===== src/rtl/biu_pkg.sv =====
// rtl/biu_pkg.sv - shared width and FSM encoding for the bus interface unit
package biu_pkg;

  localparam int XLEN = 64;

  typedef enum logic [1:0] {
    ST_IDLE  = 2'd0,
    ST_FETCH = 2'd1,
    ST_LOAD  = 2'd2,
    ST_STORE = 2'd3
  } state_t;

endpackage


===== src/rtl/biu.sv =====
// rtl/biu.sv - arbitrates fetch and load/store ports onto a single-outstanding memory bus
module biu #(
  parameter int XLEN = biu_pkg::XLEN
) (
  input  logic              clk,
  input  logic              rst_n,
  input  logic              if_rd,
  input  logic [XLEN-1:0]   if_addr,
  output logic [31:0]       if_data,
  output logic              b_rd_i,
  input  logic              d_rd,
  input  logic              d_wr,
  input  logic [XLEN-1:0]   d_addr,
  input  logic [XLEN-1:0]   d_wdata,
  input  logic [XLEN/8-1:0] d_be,
  output logic [XLEN-1:0]   d_rdata,
  output logic              b_rd,
  output logic              b_wr,
  output logic              m_req,
  output logic              m_we,
  output logic [XLEN-1:0]   m_addr,
  output logic [XLEN-1:0]   m_wdata,
  output logic [XLEN/8-1:0] m_be,
  input  logic              m_ack,
  input  logic [XLEN-1:0]   m_rdata
);
  import biu_pkg::*;

  state_t state_q, state_d;
  logic   done_i, done_d;
  logic   fetch_hi;
  logic   ack;
  logic   pend_i, pend_d;
  logic   issue;

  // An ack only counts while a request is actually on the bus.
  assign ack    = m_ack & m_req;
  assign pend_i = if_rd & ~done_i;
  assign pend_d = (d_rd | d_wr) & ~done_d;

  assign b_rd_i = rst_n & if_rd & ~done_i;
  assign b_rd   = rst_n & d_rd & ~done_d;
  assign b_wr   = rst_n & d_wr & ~done_d;

  always_comb begin
    state_d = state_q;
    case (state_q)
      ST_IDLE: begin
        if (pend_d)      state_d = d_wr ? ST_STORE : ST_LOAD;
        else if (pend_i) state_d = ST_FETCH;
      end
      default: begin
        if (ack) state_d = ST_IDLE;
      end
    endcase
  end

  assign issue = (state_q == ST_IDLE) && (state_d != ST_IDLE);

  always_ff @(posedge clk) begin
    if (!rst_n) begin
      state_q  <= ST_IDLE;
      m_req    <= 1'b0;
      m_we     <= 1'b0;
      m_addr   <= '0;
      m_wdata  <= '0;
      m_be     <= '0;
      fetch_hi <= 1'b0;
      done_i   <= 1'b0;
      done_d   <= 1'b0;
      if_data  <= '0;
      d_rdata  <= '0;
    end else begin
      state_q <= state_d;

      if (issue) begin
        m_req    <= 1'b1;
        m_we     <= (state_d == ST_STORE);
        m_addr   <= (state_d == ST_FETCH) ? (if_addr & {{(XLEN-3){1'b1}}, 3'b000}) : d_addr;
        m_wdata  <= d_wdata;
        m_be     <= (state_d == ST_STORE) ? d_be : '1;
        fetch_hi <= if_addr[2];
      end else if (ack) begin
        m_req <= 1'b0;
        m_we  <= 1'b0;
      end

      if (ack && state_q == ST_FETCH) if_data <= fetch_hi ? m_rdata[63:32] : m_rdata[31:0];
      if (ack && state_q == ST_LOAD)  d_rdata <= m_rdata;

      // Flags clear once the pipeline advances; a completion in the same edge still wins.
      if (!b_rd_i && !b_rd && !b_wr) begin
        done_i <= 1'b0;
        done_d <= 1'b0;
      end
      // A port that dropped its request mid-transaction gets no done flag.
      if (ack && state_q == ST_FETCH && if_rd) done_i <= 1'b1;
      if (ack && (state_q == ST_LOAD || state_q == ST_STORE) && (d_rd || d_wr)) done_d <= 1'b1;
    end
  end

endmodule


===== config.mk =====
export PLATFORM = sky130hd
export DESIGN_NAME = biu
export DESIGN_NICKNAME = d
export VERILOG_FILES = /design/src/rtl/biu_pkg.sv /design/src/rtl/biu.sv
export SDC_FILE = /design/constraint.sdc
export NUM_CORES = 1
export LEC_CHECK = 0
export ABC_AREA = 1
export BUFFER_PORTS_ARGS = -buffer_cell sky130_fd_sc_hd__buf_2
export CAP_MARGIN = 30
export CELL_PAD_IN_SITES_DETAIL_PLACEMENT = 0
export CELL_PAD_IN_SITES_GLOBAL_PLACEMENT = 1
export CORE_AREA = 10 10 188 190
export DETAILED_ROUTE_END_ITERATION = 10
export DIE_AREA = 0 0 198 200
export PLACE_DENSITY_LB_ADDON = 0.1
export SYNTH_ARGS = -nofsm -noshare
export SYNTH_HDL_FRONTEND = slang
export SYNTH_SLANG_ARGS = --single-unit

===== constraint.sdc =====
create_clock -name clk -period 3.48 [get_ports clk]
set_input_delay 0.696 -clock clk [delete_from_list [all_inputs] [get_ports clk]]
set_output_delay 0.696 -clock clk [all_outputs]
set_load 0.005 [all_outputs]

==> impl_results.md, run 1 <==
- Peak VDD IR: 0.3475 mV
- Synth area leaders: dfxtp_1, nor2_1, o21ai_0
- Cts bufs inserted: 28
- Drt drc: 0
- Gate Count Post-Synth: 1,361
- Routed via count: 10,160
- Layout fillers: 3,413
- Yosys warning total: 0
- CP Class: input port to output pin
- Core area: 31,390 um2
- DRT iter0 DRCs: roughly 480
- CTS Root Cell: clkbuf_16
- Worst setup EP type: output pin
- Power Dens Cells: approximately 600 nW/um2
- DIE HEIGHT: 200 um
- Post-route ant nets: 0
- Syn Nets: 1,631
- Worst path cell trace: buf_4, inv_2, nor2_1, buf_2
- Initial cell density of the core: 30.83%
- Syn_area_per_cell: roughly 7.1 um2
- Worst slew pin tran: 0.8233 ns
- Tmin final: 1.984 ns
- Sequential cell area: 4786 um2
- Gpl congestion: 0.7976
- Flip-flop and latch count after synthesis: roughly 240
- Overall Global Routing Usage: 19.09%
- Clock-pin slew on the worst setup and hold paths: 0.06 ns
- Final WL: 40,750 um
- Die ar.: roughly 40,000 um2
- Top cell type's share of synthesized area: 49.44%
- Routed wire length per instance: between 15 and 20 um
- CTS tree: yes
- Crit-path slowest cell: inv_2
- Fin Setup TNS: 0 ns
- CP required: 2.78 ns
- WP buf/inv: 3
- Post-synthesis sequential area ratio: 49.44%
- Boundary pin count: 507
- Fin crit share: 57.01%
- Later-pin clock latency in the skew report: between 0.5 and 0.6 ns
- LEAKAGE: between 7 and 8 nW
- Area Overhead vs Synth: 36.95%
- Number of global-route vias before repair: 9,680
- Endpoints failing hold: 0
- Area of the multi-input gates: 3990 um2
- Maxcap violations: 0
- Setup slack after layout: 1.496 ns
- Initial antenna violation count: 17
- CTS Buffer Depth: 3
- Relative slew slack: 45.11%
- GRT Residual Overflow: 0
- Post-Place Worst Slack: 1.094 ns
- Hold Path Class: input port to flop
- Clock skew: 0.01264 ns
- Cell area after synthesis: around 9700 um2
- Max incr delay on CP: 0.21 ns
- Hold Slack: between 0.4 and 0.5 ns
- H-tree depth: 1
- Die Wd: 198 um
- Pin count of the biggest net entering global routing: 97
- Sink Count: 239
- Post-DP HPWL: 30,100 um
- Critical Path Fanout Max: 14
- Max Clk Rate: between 0.5 and 0.6 GHz
- Unique masters post-synth: 18
- Critical path launch point type: input port
- Number of port buffers: 504
- Share of cells above drive strength 1: about a third
- Setup Buffers After CTS: 0
- Status: finished, final reports clean
- Slew Viols, Final: 0
- Final setup fails: 0
- First-pass GRT wire length: 58,990 um
- RSZ-0062 raised after global routing: false
- Drt first pass iters: 4
- Post-cts resize count: 0
- Drt via density: between 4 and 5
- Top cell family by delay on the critical path: buffers and inverters
- Hold-fix buffer count after cts: 0
- # rows: 65
- CP Data Arrival Time: 1.29 ns
- Largest area contributor in the netlist: dfxtp_1
- Final nets: 2,081
==> sequential cells by signal, indices dropped and copies added, names as in the netlist <==
signal and cells:
fetch_hi 1, done_i 1, m_wdata 64, done_d 1
m_we 1, m_addr 64, d_rdata 64, if_data 32
state_q 2, m_be 8, m_req 1
==> cell usage after synthesis <==
library cell  number
nor2_1           369
dfxtp_1          239
o21ai_0          171
nand2_1          144
nand3_1          123
a21oi_1          104
inv_1             98
buf_2             41
clkbuf_1          41
buf_6              9
buf_4              7
inv_2              6
nand2_4            3
nand2_2            2
buf_1              1
nand3_2            1
nor2_2             1
nor3_1             1
==> metrics by stage <==
| stage | power [mW] | cell area, um2 | utilization (%) | instances |
|---|---|---|---|---|
| 5_1_grt | 8.461 | 13240 | 42.18 | 2237 |
| 3_3_place_gp | 5.181 | 12340 | 39.30 | 2183 |
| 3_5_place_dp | 5.206 | 12340 | 39.30 | 2183 |
| 2_1_floorplan | 4.416 | 9677 | - | 1361 |
| 4_1_cts | 8.094 | 13230 | 42.13 | 2231 |
| 6_report | 7.950 | 13250 | 42.22 | 2242 |
==> kinds of logic (layout without fill, tap and decap cells) <==
family / count (synthesis) / count (layout) / synth area share [%]
DFF: 239 / 239 / 49.44
and+or+nand+nor: 644 / 644 / 26.96
other: 0 / 11 / 0
AOI/OAI and AO/OA: 275 / 275 / 14.22
buffers and inverters: 203 / 671 / 9.374
==> worst paths after layout <==
check	startpoint	end	slack, ns	depth (start not counted)
min	m_rdata[29]	d_rdata[29]	0.41	3
min reg2reg	m_be[4]	m_be[4]	0.47	2
max reg2reg	state_q[0]	m_addr[49]	1.57	11
max	rst_n	b_rd_i	1.50	4
==> where the power goes <==
part	internal [mW]	switching (mW)	total, mW
Clock	1.71	1.13	2.85
Combinational	0.709	1.16	1.87
Sequential	3.07	0.164	3.23
Total	5.49	2.46	7.95
==> final cells by class <==
class / count / area share (%)
diodes: 11 / 0.2077
clock buffers: 43 / 6.326
clock inverters: 5 / 0.3776
inverters: 104 / 2.983
multi-input cells: 919 / 30.11
flip-flops and latches: 239 / 36.11
well taps: 402 / 3.795
repair buffers: 519 / 20.09
==> placed cells by master (no fill, tap or decap) <==
master / count
buf_2: 503
nor2_1: 369
dfxtp_1: 238
o21ai_0: 171
nand2_1: 144
nand3_1: 123
a21oi_1: 104
inv_1: 98
clkbuf_16: 29
buf_4: 14
diode_2: 11
clkbuf_1: 8
clkbuf_8: 6
inv_2: 5
clkinv_2: 4
nand2_4: 3
nand2_2: 2
buf_12: 2
nor2_2: 1
nand3_2: 1
inv_6: 1
nor3_2: 1
bufinv_16: 1
dfxtp_2: 1
==> worst reg2reg max path: cells and delay by family (launching register included) <==
family                 cells  cell delay [ns]
and+or+nand+nor            8             0.83
buffers and inverters      3             0.66
DFF                        1             0.38
==> per-layer routing <==
metal	track usage [%]	wire length, um	up-vias	share of wire [%]
li1	-	-	5244	-
met1	20.56	15540	4527	38
met2	33.14	19870	329	49
met3	8.657	4411	52	11
met4	5.410	847	12	2.1
met5	0	87	-	0.21
Note: power is estimated with default switching activity, not from simulation.
==> run 2, diff against run 1 <==
--- a/config.mk
+++ b/config.mk
@@ -5,14 +5,14 @@
 export SDC_FILE = /design/constraint.sdc
 export NUM_CORES = 1
 export LEC_CHECK = 0
-export ABC_AREA = 1
+export ABC_AREA = 0
 export BUFFER_PORTS_ARGS = -buffer_cell sky130_fd_sc_hd__buf_2
 export CAP_MARGIN = 30
 export CELL_PAD_IN_SITES_DETAIL_PLACEMENT = 0
 export CELL_PAD_IN_SITES_GLOBAL_PLACEMENT = 1
-export CORE_AREA = 10 10 188 190
+export CORE_AREA = 10 10 190 192
 export DETAILED_ROUTE_END_ITERATION = 10
-export DIE_AREA = 0 0 198 200
+export DIE_AREA = 0 0 200 202
 export PLACE_DENSITY_LB_ADDON = 0.1
 export SYNTH_ARGS = -nofsm -noshare
 export SYNTH_HDL_FRONTEND = slang
==> constraint.sdc (replaced) <==
create_clock -name clk -period 2.1 [get_ports clk]
set_input_delay 0.42 -clock clk [delete_from_list [all_inputs] [get_ports clk]]
set_output_delay 0.42 -clock clk [all_outputs]
set_load 0.005 [all_outputs]
==> impl_results.md, run 2 <==
- Worst setup EP type: output pin
- Drt first pass iters: 5
- CP Class: flop to output pin
- Hold-fix buffer count after cts: 0
- Main synth FF type: dfxtp_1
- Most common cell after layout, fill and taps aside: buf_2
- Layout fillers: 3,447
- Maxcap violations: 0
- Fin Setup TNS: 0 ns
- Final core utilization: 40.49%
- Power Dens Cells: roughly 980 nW/um2
- H-tree depth: 1
- Most frequent cells in the layout: buf_2, nand2_1, a21oi_1
- Worst setup path startpoint: done_i
- Sink Count: 239
- Routed wire length per instance: 19.72 um
- Final WL: between 40,000 and 50,000 um
- Die Wd: roughly 200 um
- Tmin final: 1.940 ns
- Start point of the worst hold path: if_addr[11]
- Endpoints failing hold: 0
- Initial cell density of the core: 28.00%
- Max incr delay on CP: 0.36 ns
- # rows: 66
- Post-synth ARST share: 0%
- Synth top cells by count: nand2_1, a21oi_1, dfxtp_1
- DIE HEIGHT: slightly above 200 um
- WL met1: between 15,000 and 20,000 um
- Post-Place Worst Slack: 0.2840 ns
- Clock-pin slew on the worst setup and hold paths: 0.06 ns
- Clock skew: 0.01585 ns
- First-pass GRT wire length: slightly below 60,000 um
- Number of flops mapped to enable cells by yosys: 0
- Yosys warning total: 0
- Crit-path slowest cell: and2b_1
- Met2 wire len: between 20,000 and 25,000 um
- Metal3 WL: roughly 4300 um
- Overall Global Routing Usage: 18.77%
- Share of cells above drive strength 1: between 30% and 40%
- Worst R2R Start: state_q[0]
- Worst slew pin tran: 0.4793 ns
- Status: finished, final reports clean
- Critical Path Fanout Max: 5
- Largest area contributor in the netlist: dfxtp_1
- Post-DP HPWL: 30,000 um
- Critical path launch point type: flop
- CTS Buffer Depth: 3
- Gate Count Post-Synth: 1,110
- Worst path cell trace: and2b_1, and2_1, buf_2
- RSZ-0062 raised after global routing: false
- Area Overhead vs Synth: 44.61%
- CP Data Arrival Time: around 1.5 ns
- Final nets: around 1,800
- Cts bufs inserted: 29
- GRT Residual Overflow: 0
- DRT iter0 DRCs: 462
- Initial antenna violation count: 9
- CP required: 1.68 ns
- Core area: between 30,000 and 40,000 um2
- Design Area, Final: about 13,000 um2
- Total power: 12.83 mW
- Drt via density: 4.596
- Cell Area, Placed: 12,080 um2
- Max layer used: met5
- LEAKAGE: 5.955 nW
- Boundary pin count: 507
- Post-synthesis sequential area ratio: 52.93%
- Number of global-route vias before repair: 9,247
- Final setup fails: 0
- Routed via count: 9,413
- Flip-flop and latch count after synthesis: 239
- Hold Path Class: input port to flop
- Later-pin clock latency in the skew report: 0.55 ns
- Die ar.: 40,400 um2
- Unique masters post-synth: 28
- Relative slew slack: 68.05%
- Peak VDD IR: 0.5669 mV
- Top cell type's share of synthesized area: 52.93%
- Pin count of the biggest net entering global routing: 96
- Setup slack after layout: 0.1599 ns
- Gpl congestion: 0.7993
- Cell area after synthesis: 9040 um2
- Synth area leaders: dfxtp_1, a21oi_1, nand2_1
- Post-cts resize count: 0
- Number of port buffers: just over 500
- Max Clk Rate: roughly 0.5 GHz
- Largest regs: d_rdata: 64 flops, m_addr: 64 flops, m_wdata: 64 flops
- CTS Root Cell: clkbuf_16
- Syn Nets: 1,380
- Slew Viols, Final: 0
- Most frequent cell after synthesis: nand2_1
- Setup Buffers After CTS: 0
- CTS tree: yes
- Fin crit share: 92.38%
- Syn_area_per_cell: 8.144 um2
- Drt drc: 0
- Post-route ant nets: 0
## run 2: layout make-up
| type | count | area [um2] | share of cell area (%) |
|---|---|---|---|
| Clock buffer | 46 | 889.6 | 6.805 |
| Multi-Input combinational cell | 778 | 3816 | 29.19 |
| Antenna cell | 5 | 12.51 | 0.09571 |
| Timing Repair Buffer | 530 | 2918 | 22.32 |
| Clock inverter | 7 | 88.84 | 0.6796 |
| Tap cell | 442 | 553.0 | 4.230 |
| Sequential cell | 239 | 4786 | 36.61 |
| Inverter | 1 | 8.758 | 0.06700 |
## run 2: per-layer routing
metal	global-route usage, %	vias to the layer above
met5	0	-
met4	3.625	12
met3	7.892	45
met2	32.90	322
met1	20.71	4340
li1	-	4694
## run 2: kinds of logic (layout without fill, tap and decap cells)
family / Yosys count / in the layout / share of synthesized area (%)
muxes: 32 / 32 / 3.543
AOI/OAI and AO/OA: 368 / 368 / 22.17
and+or+nand+nor: 378 / 378 / 16.10
DFF: 239 / 239 / 52.93
other: 0 / 5 / 0
buffers and inverters: 93 / 584 / 5.260
## run 2: final timing paths
path              slack [ns]  cells past startpoint           to
setup / recovery        0.16                      3       b_rd_i
hold / removal          0.10                      3   m_addr[11]
setup reg to reg        0.38                      5   m_addr[52]
hold reg to reg         0.45                      2  m_wdata[56]
## run 2: where the power goes
part	switching, mW	internal (mW)
clock network	2.00	3.12
logic	1.45	1.07
registers	0.210	4.98
## run 2: critical path, delay by kind of cell, from the launching register on
family        cells  cell delay (ns)
buf+inv           1             0.12
flops             1             0.31
simple gates      2             0.53
## run 2: metrics by stage
step	hold slack, ns	std cells
floorplan	0.4527	1110
global placement	0.4384	1990
detailed placement	0.4439	1990
CTS	0.07131	2043
global route	0.08245	2045
finish	0.1019	2048
